File: config.mk
export PLATFORM = sky130hd
export DESIGN_NAME = uart_transmitter
export DESIGN_NICKNAME = d
export VERILOG_FILES = /design/src/rtl/uart_transmitter.sv
export SDC_FILE = /design/constraint.sdc
export NUM_CORES = 1
export LEC_CHECK = 0
export CAP_MARGIN = 15
export CORE_MARGIN = 1
export CORE_UTILIZATION = 33
export CTS_CLUSTER_SIZE = 30
export DETAILED_ROUTE_END_ITERATION = 8
export SLEW_MARGIN = 20
export SYNTH_ARGS = -nofsm -noshare
export SYNTH_HDL_FRONTEND = slang
export SYNTH_SLANG_ARGS = --single-unit
File: constraint.sdc
create_clock -name clk -period 2 [get_ports clk]
set_input_delay 0.3 -clock clk [delete_from_list [all_inputs] [get_ports clk]]
set_output_delay 0.3 -clock clk [all_outputs]
set_load 0.05 [all_outputs]
File: src/rtl/uart_transmitter.sv
// uart_transmitter
// Serial transmit stage of the UART link. Accepts one byte per request and
// shifts it out LSB first as an asynchronous frame: one start bit, eight
// data bits, an optional even-parity bit, and one stop bit.
//
// Build option: define UART_PARITY_EN to add the even-parity bit (11-bit
// frame). Leave it undefined for the plain 10-bit frame. The setting has to
// match the receiver build, or the receiver will flag parity errors.
//
// Output timing: all three outputs are registered copies of the state held
// during the previous cycle. A request sampled at edge N therefore shows up
// on the line at edge N+1. The end-of-frame pulse appears one edge after the
// FSM has already returned to IDLE. This lets a request held high through
// the tx_done cycle be accepted on that same edge.
`timescale 1ns/1ps

module uart_transmitter #(
    parameter int CLK_FREQ  = 50_000_000,
    parameter int BAUD_RATE = 115_200
) (
    input  logic       clk,
    input  logic       reset,
    input  logic       transmit,
    input  logic [7:0] data_tx,
    output logic       serial_data_tx,
    output logic       tx_busy,
    output logic       tx_done
);

    // Clock cycles per line bit, truncated toward zero.
    localparam int CLKS_PER_BIT = CLK_FREQ / BAUD_RATE;

    // Baud counter spans 0 .. CLKS_PER_BIT-1. The guard keeps the width
    // legal long enough for the elaboration check below to report.
    localparam int CNT_W = (CLKS_PER_BIT < 2) ? 1 : $clog2(CLKS_PER_BIT);
    localparam logic [CNT_W-1:0] CNT_LAST = CNT_W'(CLKS_PER_BIT - 1);

    // Refuse to build a transmitter that cannot hold a bit for two cycles.
    generate
        if (CLKS_PER_BIT < 2) begin : g_bad_baud
            $error("uart_transmitter: CLK_FREQ / BAUD_RATE must be at least 2");
        end
    endgenerate

`ifdef UART_PARITY_EN
    typedef enum logic [2:0] {
        IDLE,
        START,
        DATA,
        PARITY,
        STOP
    } state_t;
`else
    typedef enum logic [1:0] {
        IDLE,
        START,
        DATA,
        STOP
    } state_t;
`endif

    state_t           state;
    state_t           state_n;
    logic [CNT_W-1:0] cnt;
    logic [CNT_W-1:0] cnt_n;
    logic [2:0]       bit_idx;
    logic [2:0]       bit_idx_n;
    logic [7:0]       shreg;
    logic [7:0]       shreg_n;
    logic             frame_end;
    logic             frame_end_n;
    logic             bit_end;
    logic             line_n;
    logic             busy_n;
`ifdef UART_PARITY_EN
    logic             parity_bit;
    logic             parity_n;
`endif

    // The terminal count of the baud counter marks the last cycle of a bit.
    assign bit_end = (cnt == CNT_LAST);

    // FSM state, baud counter, bit index and shift register.
    always_ff @(posedge clk or posedge reset) begin
        if (reset) begin
            state     <= IDLE;
            cnt       <= '0;
            bit_idx   <= '0;
            shreg     <= '0;
            frame_end <= 1'b0;
`ifdef UART_PARITY_EN
            parity_bit <= 1'b0;
`endif
        end else begin
            state     <= state_n;
            cnt       <= cnt_n;
            bit_idx   <= bit_idx_n;
            shreg     <= shreg_n;
            frame_end <= frame_end_n;
`ifdef UART_PARITY_EN
            parity_bit <= parity_n;
`endif
        end
    end

    // Next-state logic: walk START, DATA (8 bits), optional PARITY, and STOP.
    // Each state lasts one full baud period.
    always_comb begin
        state_n     = state;
        cnt_n       = cnt;
        bit_idx_n   = bit_idx;
        shreg_n     = shreg;
        frame_end_n = 1'b0;
`ifdef UART_PARITY_EN
        parity_n    = parity_bit;
`endif
        case (state)
            IDLE: begin
                // Capture the byte here. Later changes on data_tx cannot
                // reach the frame already in flight.
                if (transmit) begin
                    state_n   = START;
                    cnt_n     = '0;
                    bit_idx_n = '0;
                    shreg_n   = data_tx;
`ifdef UART_PARITY_EN
                    parity_n  = ^data_tx;
`endif
                end
            end

            START: begin
                if (bit_end) begin
                    cnt_n   = '0;
                    state_n = DATA;
                end else begin
                    cnt_n = cnt + 1'b1;
                end
            end

            DATA: begin
                if (bit_end) begin
                    cnt_n   = '0;
                    shreg_n = {1'b0, shreg[7:1]};
                    if (bit_idx == 3'd7) begin
                        bit_idx_n = '0;
`ifdef UART_PARITY_EN
                        state_n   = PARITY;
`else
                        state_n   = STOP;
`endif
                    end else begin
                        bit_idx_n = bit_idx + 3'd1;
                    end
                end else begin
                    cnt_n = cnt + 1'b1;
                end
            end

`ifdef UART_PARITY_EN
            PARITY: begin
                if (bit_end) begin
                    cnt_n   = '0;
                    state_n = STOP;
                end else begin
                    cnt_n = cnt + 1'b1;
                end
            end
`endif

            STOP: begin
                if (bit_end) begin
                    cnt_n       = '0;
                    state_n     = IDLE;
                    frame_end_n = 1'b1;
                end else begin
                    cnt_n = cnt + 1'b1;
                end
            end

            default: begin
                state_n = IDLE;
                cnt_n   = '0;
            end
        endcase
    end

    // Line level and busy flag implied by the state held during this cycle.
    // These values are registered on the next edge.
    always_comb begin
        line_n = 1'b1;
        busy_n = (state != IDLE);
        case (state)
            START:   line_n = 1'b0;
            DATA:    line_n = shreg[0];
`ifdef UART_PARITY_EN
            PARITY:  line_n = parity_bit;
`endif
            default: line_n = 1'b1;
        endcase
    end

    // Registered outputs, so no input can reach the pins combinationally.
    // Reset forces the line high at once and abandons any frame in flight.
    always_ff @(posedge clk or posedge reset) begin
        if (reset) begin
            serial_data_tx <= 1'b1;
            tx_busy        <= 1'b0;
            tx_done        <= 1'b0;
        end else begin
            serial_data_tx <= line_n;
            tx_busy        <= busy_n;
            tx_done        <= frame_end;
        end
    end

endmodule

==> reports/metrics.yaml, run 1 <==
r2r_start: "state[0]"
synth_top_flop_cell: "dfrtp_1"
min-delay-start: "frame_end"
min_to: "tx_done"
final_cell_area_um2: 1750
fmax_mhz: 529
dp_slack_ns: 0.142
grt_antenna_before_repair: 0
syn_area_per_cell_um2: 11.2
multi_input_area_um2: 752
yosysSeqAreaShare: 0.439
row_count: 24
path_buf_inv: 1
fillers: 401
clk_path_buf_depth: 2
via_count: 1089
finalWorstSetupSlack_ns: 0.108
synthCells: 133
core_area_um2: 4350
p_leak_nw: 0.737
crit_arrival_ns: 1.59
ctsHoldBuffers: 0
cell_internal_pwr_mw: 1.56
clk_pin_slew_worst_paths_ns: 0.10
synth-seq-cells: 26
synth-edff-count: 0
grt_pass1_wl_mm: 5.01
die_w_um: 69.1
grt.overflow.total: 0
synth_top_cell_by_area: "dfrtp_1"
hold_viol: 0
p_switching_mw: 0.917
synth_cell_types: 46
drc: 0
rsz0062_at_grt: "false"
grt_max_degree: 27
path_class: "flip-flop to primary output"
whs_path_depth: 0
seqPwrFrac: 0.367
critPathRequiredTime_ns: 1.70
area_growth_syn_to_layout_pct: 17.7
die_h_um: 69.1
min_path_type: "flip-flop to flip-flop"
synthArstFlopShare: 1.00
grt_pass1_vias: 1096
r2r_end: "shreg[0]"
yosys-top-cells-area: "dfrtp_1 42%, ha_1 7.6%, o221a_2 5.3%, or2b_2 4.1%, o21ai_0 3.4%"
tritoncts: "done"
synthTopCellsByCount: "25 x dfrtp_1, 10 x o21ai_0, 9 x ha_1, 9 x nand2_1"
dieArea_um2: 4780
critical_path.max_stage_delay_ns: 0.79
initial_core_util: 0.341
peakVddDrop_uv: 422
gp_congestion: 0.761
grt_usage: 0.127
period_share: 0.946
drt-total-wl_mm: 2.93
clk_latency_ns: 0.27
drv_slew: 0
drt_iter0_markers: 55
ant_nets: 0
maxCapViolations: 0
synth_most_common_cell: "dfrtp_1"
via_per_inst: 5.34
swShare: 0.370
cp_max_fo: 1
run_status: "finished clean"
crit_family: "buffers and inverters"
crit_path_end_kind: "primary output"
wl_per_cell_um: 14.4
crit_chain: "clkdlybuf4s50_1"
yosys_warnings: 0
reg2reg_setup_slack_ns: 0.20
pwr-share-comb: 0.457
cts_buffers: 3
final.setup.tns_ns: 0
skew_ns: 0.0101
postCtsSetupRepairBufs: 0
fin_nets: 173
clock_sinks: 26
relSlewSlack: 0.672
drive_gt1_frac: 0.263
ios: 14
reg2reg_depth: 6
setup_viol: 0
cts_resized: 0
netlist_area_um2: 1490
portBuffers: 13
drt_first_pass_iters: 4
htreeDepth: 1
synth_top_area_frac: 0.421
worstMarginPinSlew_ns: 0.490
layout_min_cycle_time_ns: 1.89
dpl-instance-area_um2: 1680
critPathLaunchType: "flip-flop"
crit_slowest_cell: "clkdlybuf4s50_1"
seqCellArea_um2: 652
clkPwrFrac: 0.176
syn_nets: 153
diodes: 0
powerDensity_nw_per_um2: 1420
hpwl_mm: 2.08
cts-root-buf: "clkbuf_8"
## state kept, by name, indices dropped and copies added, names as in the netlist
register,cells
bit_idx,3
cnt,9
frame_end,1
serial_data_tx,1
shreg,8
state,2
tx_busy,1
tx_done,1
## cells in the final DEF, fill, tap and decap left out, types with 2 or more instances in the layout
cell             instances
nor3_1                   3
clkbuf_8                 3
o21ai_2                  3
nand3_1                  3
o21ai_0                 10
nor2_1                   5
nand2_1                  9
buf_4                    7
nand2b_1                 2
a31oi_1                  3
or2b_2                   7
inv_1                    7
a21oi_1                  6
o221a_2                  7
clkdlybuf4s50_1         13
ha_1                     9
nand4_1                  3
dfrtp_1                 25
## power by group through the flow
stage | clock (mW) | combinational (mW) | sequential, mW
finish | 0.437 | 1.13 | 0.910
global route | 0.465 | 1.25 | 0.937
CTS | 0.452 | 1.14 | 0.908
detailed placement | 0 | 1.13 | 0.914
global placement | 0 | 1.10 | 0.905
floorplan | 0 | 0.828 | 0.946
## stage by stage
step / std cells / utilization / hold slack [ns] / power (mW)
after floorplan: 133 / - / 0.331 / 1.77
after global placement: 200 / 0.385 / 0.339 / 2.00
after detailed placement: 200 / 0.385 / 0.336 / 2.05
after CTS: 204 / 0.402 / 0.359 / 2.50
after global routing: 204 / 0.402 / 0.364 / 2.65
final: 204 / 0.402 / 0.355 / 2.48
## cells by family (layout without fill, tap and decap cells)
family,after synthesis,in the layout,synth area share
AOI/OAI and AO/OA,40,40,0.216
xor gates and xnor gates,2,2,0.0118
and+or+nand+nor,42,42,0.185
muxes,2,2,0.0168
buffers and inverters,12,31,0.0556
DFF,26,26,0.439
adders and majority gates,9,9,0.0758
## worst max-delay path by stage
| stage | slack [ns] | from | depth (start not counted) | endpoint |
|---|---|---|---|---|
| 6_report | 0.11 | serial_data_tx | 1 | serial_data_tx |
| 5_1_grt | 0.07 | serial_data_tx | 1 | serial_data_tx |
| 4_1_cts | 0.09 | serial_data_tx | 1 | serial_data_tx |
| 3_5_place_dp | 0.14 | transmit | 5 | shreg[0] |
| 3_3_place_gp | 0.17 | transmit | 5 | shreg[0] |
| 2_1_floorplan | 0.34 | state[0] | 6 | shreg[0] |
## layer usage
| metal | share of wire | up-vias | global-route usage |
|---|---|---|---|
| met2 | 0.47 | 18 | 0.214 |
| met3 | 0.019 | 2 | 0.0161 |
| li1 | - | 527 | - |
| met1 | 0.50 | 542 | 0.167 |
| met5 | 0 | - | 0 |
| met4 | 0.0089 | 0 | 0.0476 |
## cell type report
class                   count  share of cell area
clock inverters             1              0.0172
clock buffers               3              0.0236
well taps                  52              0.0372
inverters                   7              0.0150
multi-input cells          95               0.430
repair buffers             20               0.104
flip-flops and latches     26               0.373
No activity file was read; power rests on OpenSTA's default activity.
==> run 2, diff against run 1 <==
Settings changed: CELL_PAD_IN_SITES_DETAIL_PLACEMENT from default to 0, CELL_PAD_IN_SITES_GLOBAL_PLACEMENT from default to 1, DONT_BUFFER_PORTS from default to 1, PLACE_DENSITY_LB_ADDON from default to 0.1.
==> reports/metrics.yaml, run 2 (synthesized netlist as in run 1, its figures left out) <==
peakVddDrop_uv: 801  # was 422 µV
drc: 0  # unchanged
tritoncts: "done"  # unchanged
critical_path.max_stage_delay_ns: 0.43  # was 0.79 ns
critPathLaunchType: "flip-flop"  # unchanged
htreeDepth: 1  # unchanged
largest_register_ff_count: 9  # unchanged
fillers: 439  # was 401
drt_first_pass_iters: 4  # unchanged
ios: 14  # unchanged
cts_buffers: 3  # unchanged
min_to: "shreg[6]"  # was tx_done
ant_nets: 0  # unchanged
path_class: "flip-flop to flip-flop"  # was flip-flop to primary output
hold_ws_ns: 0.217  # was 0.355 ns
crit_chain: "inv_1 > ha_1 > and3b_1 > a41oi_2 > or2b_2 > o221a_2"  # was clkdlybuf4s50_1
core_area_um2: 4350  # unchanged
portBuffers: 0  # was 13
reg2reg_setup_slack_ns: 0.13  # was 0.20 ns
clock_sinks: 26  # unchanged
wl_per_cell_um: 15.8  # was 14.4 µm
finalWorstSetupSlack_ns: 0.129  # was 0.108 ns
clk_latency_ns: 0.27  # about the same
die_w_um: 69.1  # unchanged
powerDensity_nw_per_um2: 1490  # was 1420 nW/µm²
grt.overflow.total: 0  # unchanged
dp_slack_ns: 0.134  # was 0.142 ns
min-delay-start: "data_tx[6]"  # was frame_end
clk_path_buf_depth: 2  # unchanged
final_common_cell: "dfrtp_1"  # unchanged
grt_pass1_vias: 1003  # was 1096
layout_min_cycle_time_ns: 1.87  # was 1.89 ns
clk_pin_slew_worst_paths_ns: 0.10  # about the same
cts-root-buf: "clkbuf_8"  # unchanged
fin_nets: 161  # was 173
r2r_start: "state[0]"  # unchanged
via_per_inst: 5.35  # was 5.34
top_regs: "cnt (9), shreg (8), bit_idx (3)"  # unchanged
rsz0062_at_grt: "false"  # unchanged
hpwl_mm: 2.22  # was 2.08 mm
skew_ns: 0.00300  # was 0.0101 ns
initial_core_util: 0.341  # unchanged
top_register: "cnt"  # unchanged
gp_congestion: 0.730  # was 0.761
postCtsSetupRepairBufs: 0  # unchanged
die_h_um: 69.1  # unchanged
worstMarginPinSlew_ns: 0.498  # was 0.490 ns
reg2reg_depth: 6  # unchanged
r2r_end: "shreg[2]"  # was shreg[0]
area_growth_syn_to_layout_pct: 9.76  # was 17.7%
row_count: 24  # unchanged
placed_cells: 187  # was 200
final.setup.tns_ns: 0  # unchanged
crit_arrival_ns: 2.04  # was 1.59 ns
p_leak_nw: 0.691  # was 0.737 nW
via_count: 1027  # was 1089
crit_family: "simple AND/OR/NAND/NOR gates"  # was buffers and inverters
fmax_mhz: 535  # was 529 MHz
path_buf_inv: 1  # unchanged
stdcell_count: 192  # was 204
crit_slowest_cell: "dfrtp_1"  # was clkdlybuf4s50_1
period_share: 0.935  # was 0.946
diodes: 0  # unchanged
drt-total-wl_mm: 3.03  # was 2.93 mm
hold_viol: 0  # unchanged
relSlewSlack: 0.667  # was 0.672
whs_path_depth: 1  # was 0
grt_usage: 0.137  # was 0.127
dieArea_um2: 4780  # unchanged
drv_slew: 0  # unchanged
crit_path_end_kind: "flip-flop"  # was primary output
grt_antenna_before_repair: 0  # unchanged
grt_pass1_wl_mm: 5.19  # was 5.01 mm
min_path_type: "primary input to flip-flop"  # was flip-flop to flip-flop
drive_gt1_frac: 0.293  # was 0.263
cp_max_fo: 7  # was 1
run_status: "finished clean"  # unchanged
critPathRequiredTime_ns: 2.17  # was 1.70 ns
maxCapViolations: 0  # unchanged
layout_common_cells: "25 x dfrtp_1, 10 x o21ai_0, 9 x nand2_1, 9 x ha_1"  # was 25 x dfrtp_1, 13 x clkdlybuf4s50_1, 10 x o21ai_0, 9 x nand2_1, 9 x ha_1
setup_viol: 0  # unchanged
drt_iter0_markers: 76  # was 55
grt_max_degree: 16  # was 27
==> run 2: cell count changes in the layout (fill, tap and decap cells not counted) <==
cell / previous run / this run
clkdlybuf4s50_1: 13 / 0
dlygate4sd3_1: 0 / 1
nor2b_1: 1 / 0
nor2b_2: 0 / 1
==> run 2: worst max path at each step <==
stage | startpoint | endpoint | slack, ns | depth (start not counted)
floorplan | state[0] | shreg[0] | 0.34 | 6
finish | state[0] | shreg[2] | 0.13 | 6
CTS | state[0] | shreg[0] | 0.12 | 6
detailed placement | state[0] | shreg[0] | 0.13 | 6
global route | state[0] | shreg[0] | 0.004 | 6
global placement | state[0] | bit_idx[0] | 0.19 | 7
==> run 2: stage by stage <==
step / area [µm²] / utilization / power [mW]
3_5_place_dp: 1550 / 0.355 / 2.00
6_report: 1630 / 0.375 / 2.44
4_1_cts: 1630 / 0.374 / 2.47
3_3_place_gp: 1550 / 0.355 / 1.98
2_1_floorplan: 1490 / - / 1.77
5_1_grt: 1630 / 0.375 / 2.64
==> run 2: layout make-up <==
class                   instances  area, µm²  share of cell area
clock inverters                 1       30.0              0.0184
flip-flops and latches         26        652               0.400
well taps                      52       65.1              0.0399
inverters                       7       26.3              0.0161
repair buffers                  8       62.6              0.0383
clock buffers                   3       41.3              0.0253
multi-input cells              95        754               0.462
==> run 2: where the power goes <==
part | leakage (nW) | internal [mW] | switching, mW
Clock | 0.0357 | 0.268 | 0.180
Combinational | 0.334 | 0.517 | 0.488
Sequential | 0.322 | 0.740 | 0.246
==> run 2: layer usage <==
layer,global-route usage,vias to the layer above,routed length (µm)
li1,-,504,-
met1,0.196,508,1590
met2,0.198,13,1300
met3,0.0380,2,114
met4,0.0408,0,25
met5,0,-,0
==> run 2: timing repair <==
item / in CTS / in global routing
hold endpoints to repair: 11 / 0
setup endpoints to repair: 0 / 2
hold buffers: 1 / 0
resized for setup: 0 / 1
==> run 3, diff against run 2 <==
Settings changed: HOLD_SLACK_MARGIN from default to 0.1.
==> results of run 3 <==
The final DEF is identical to that of run 2; final timing and power are the same.
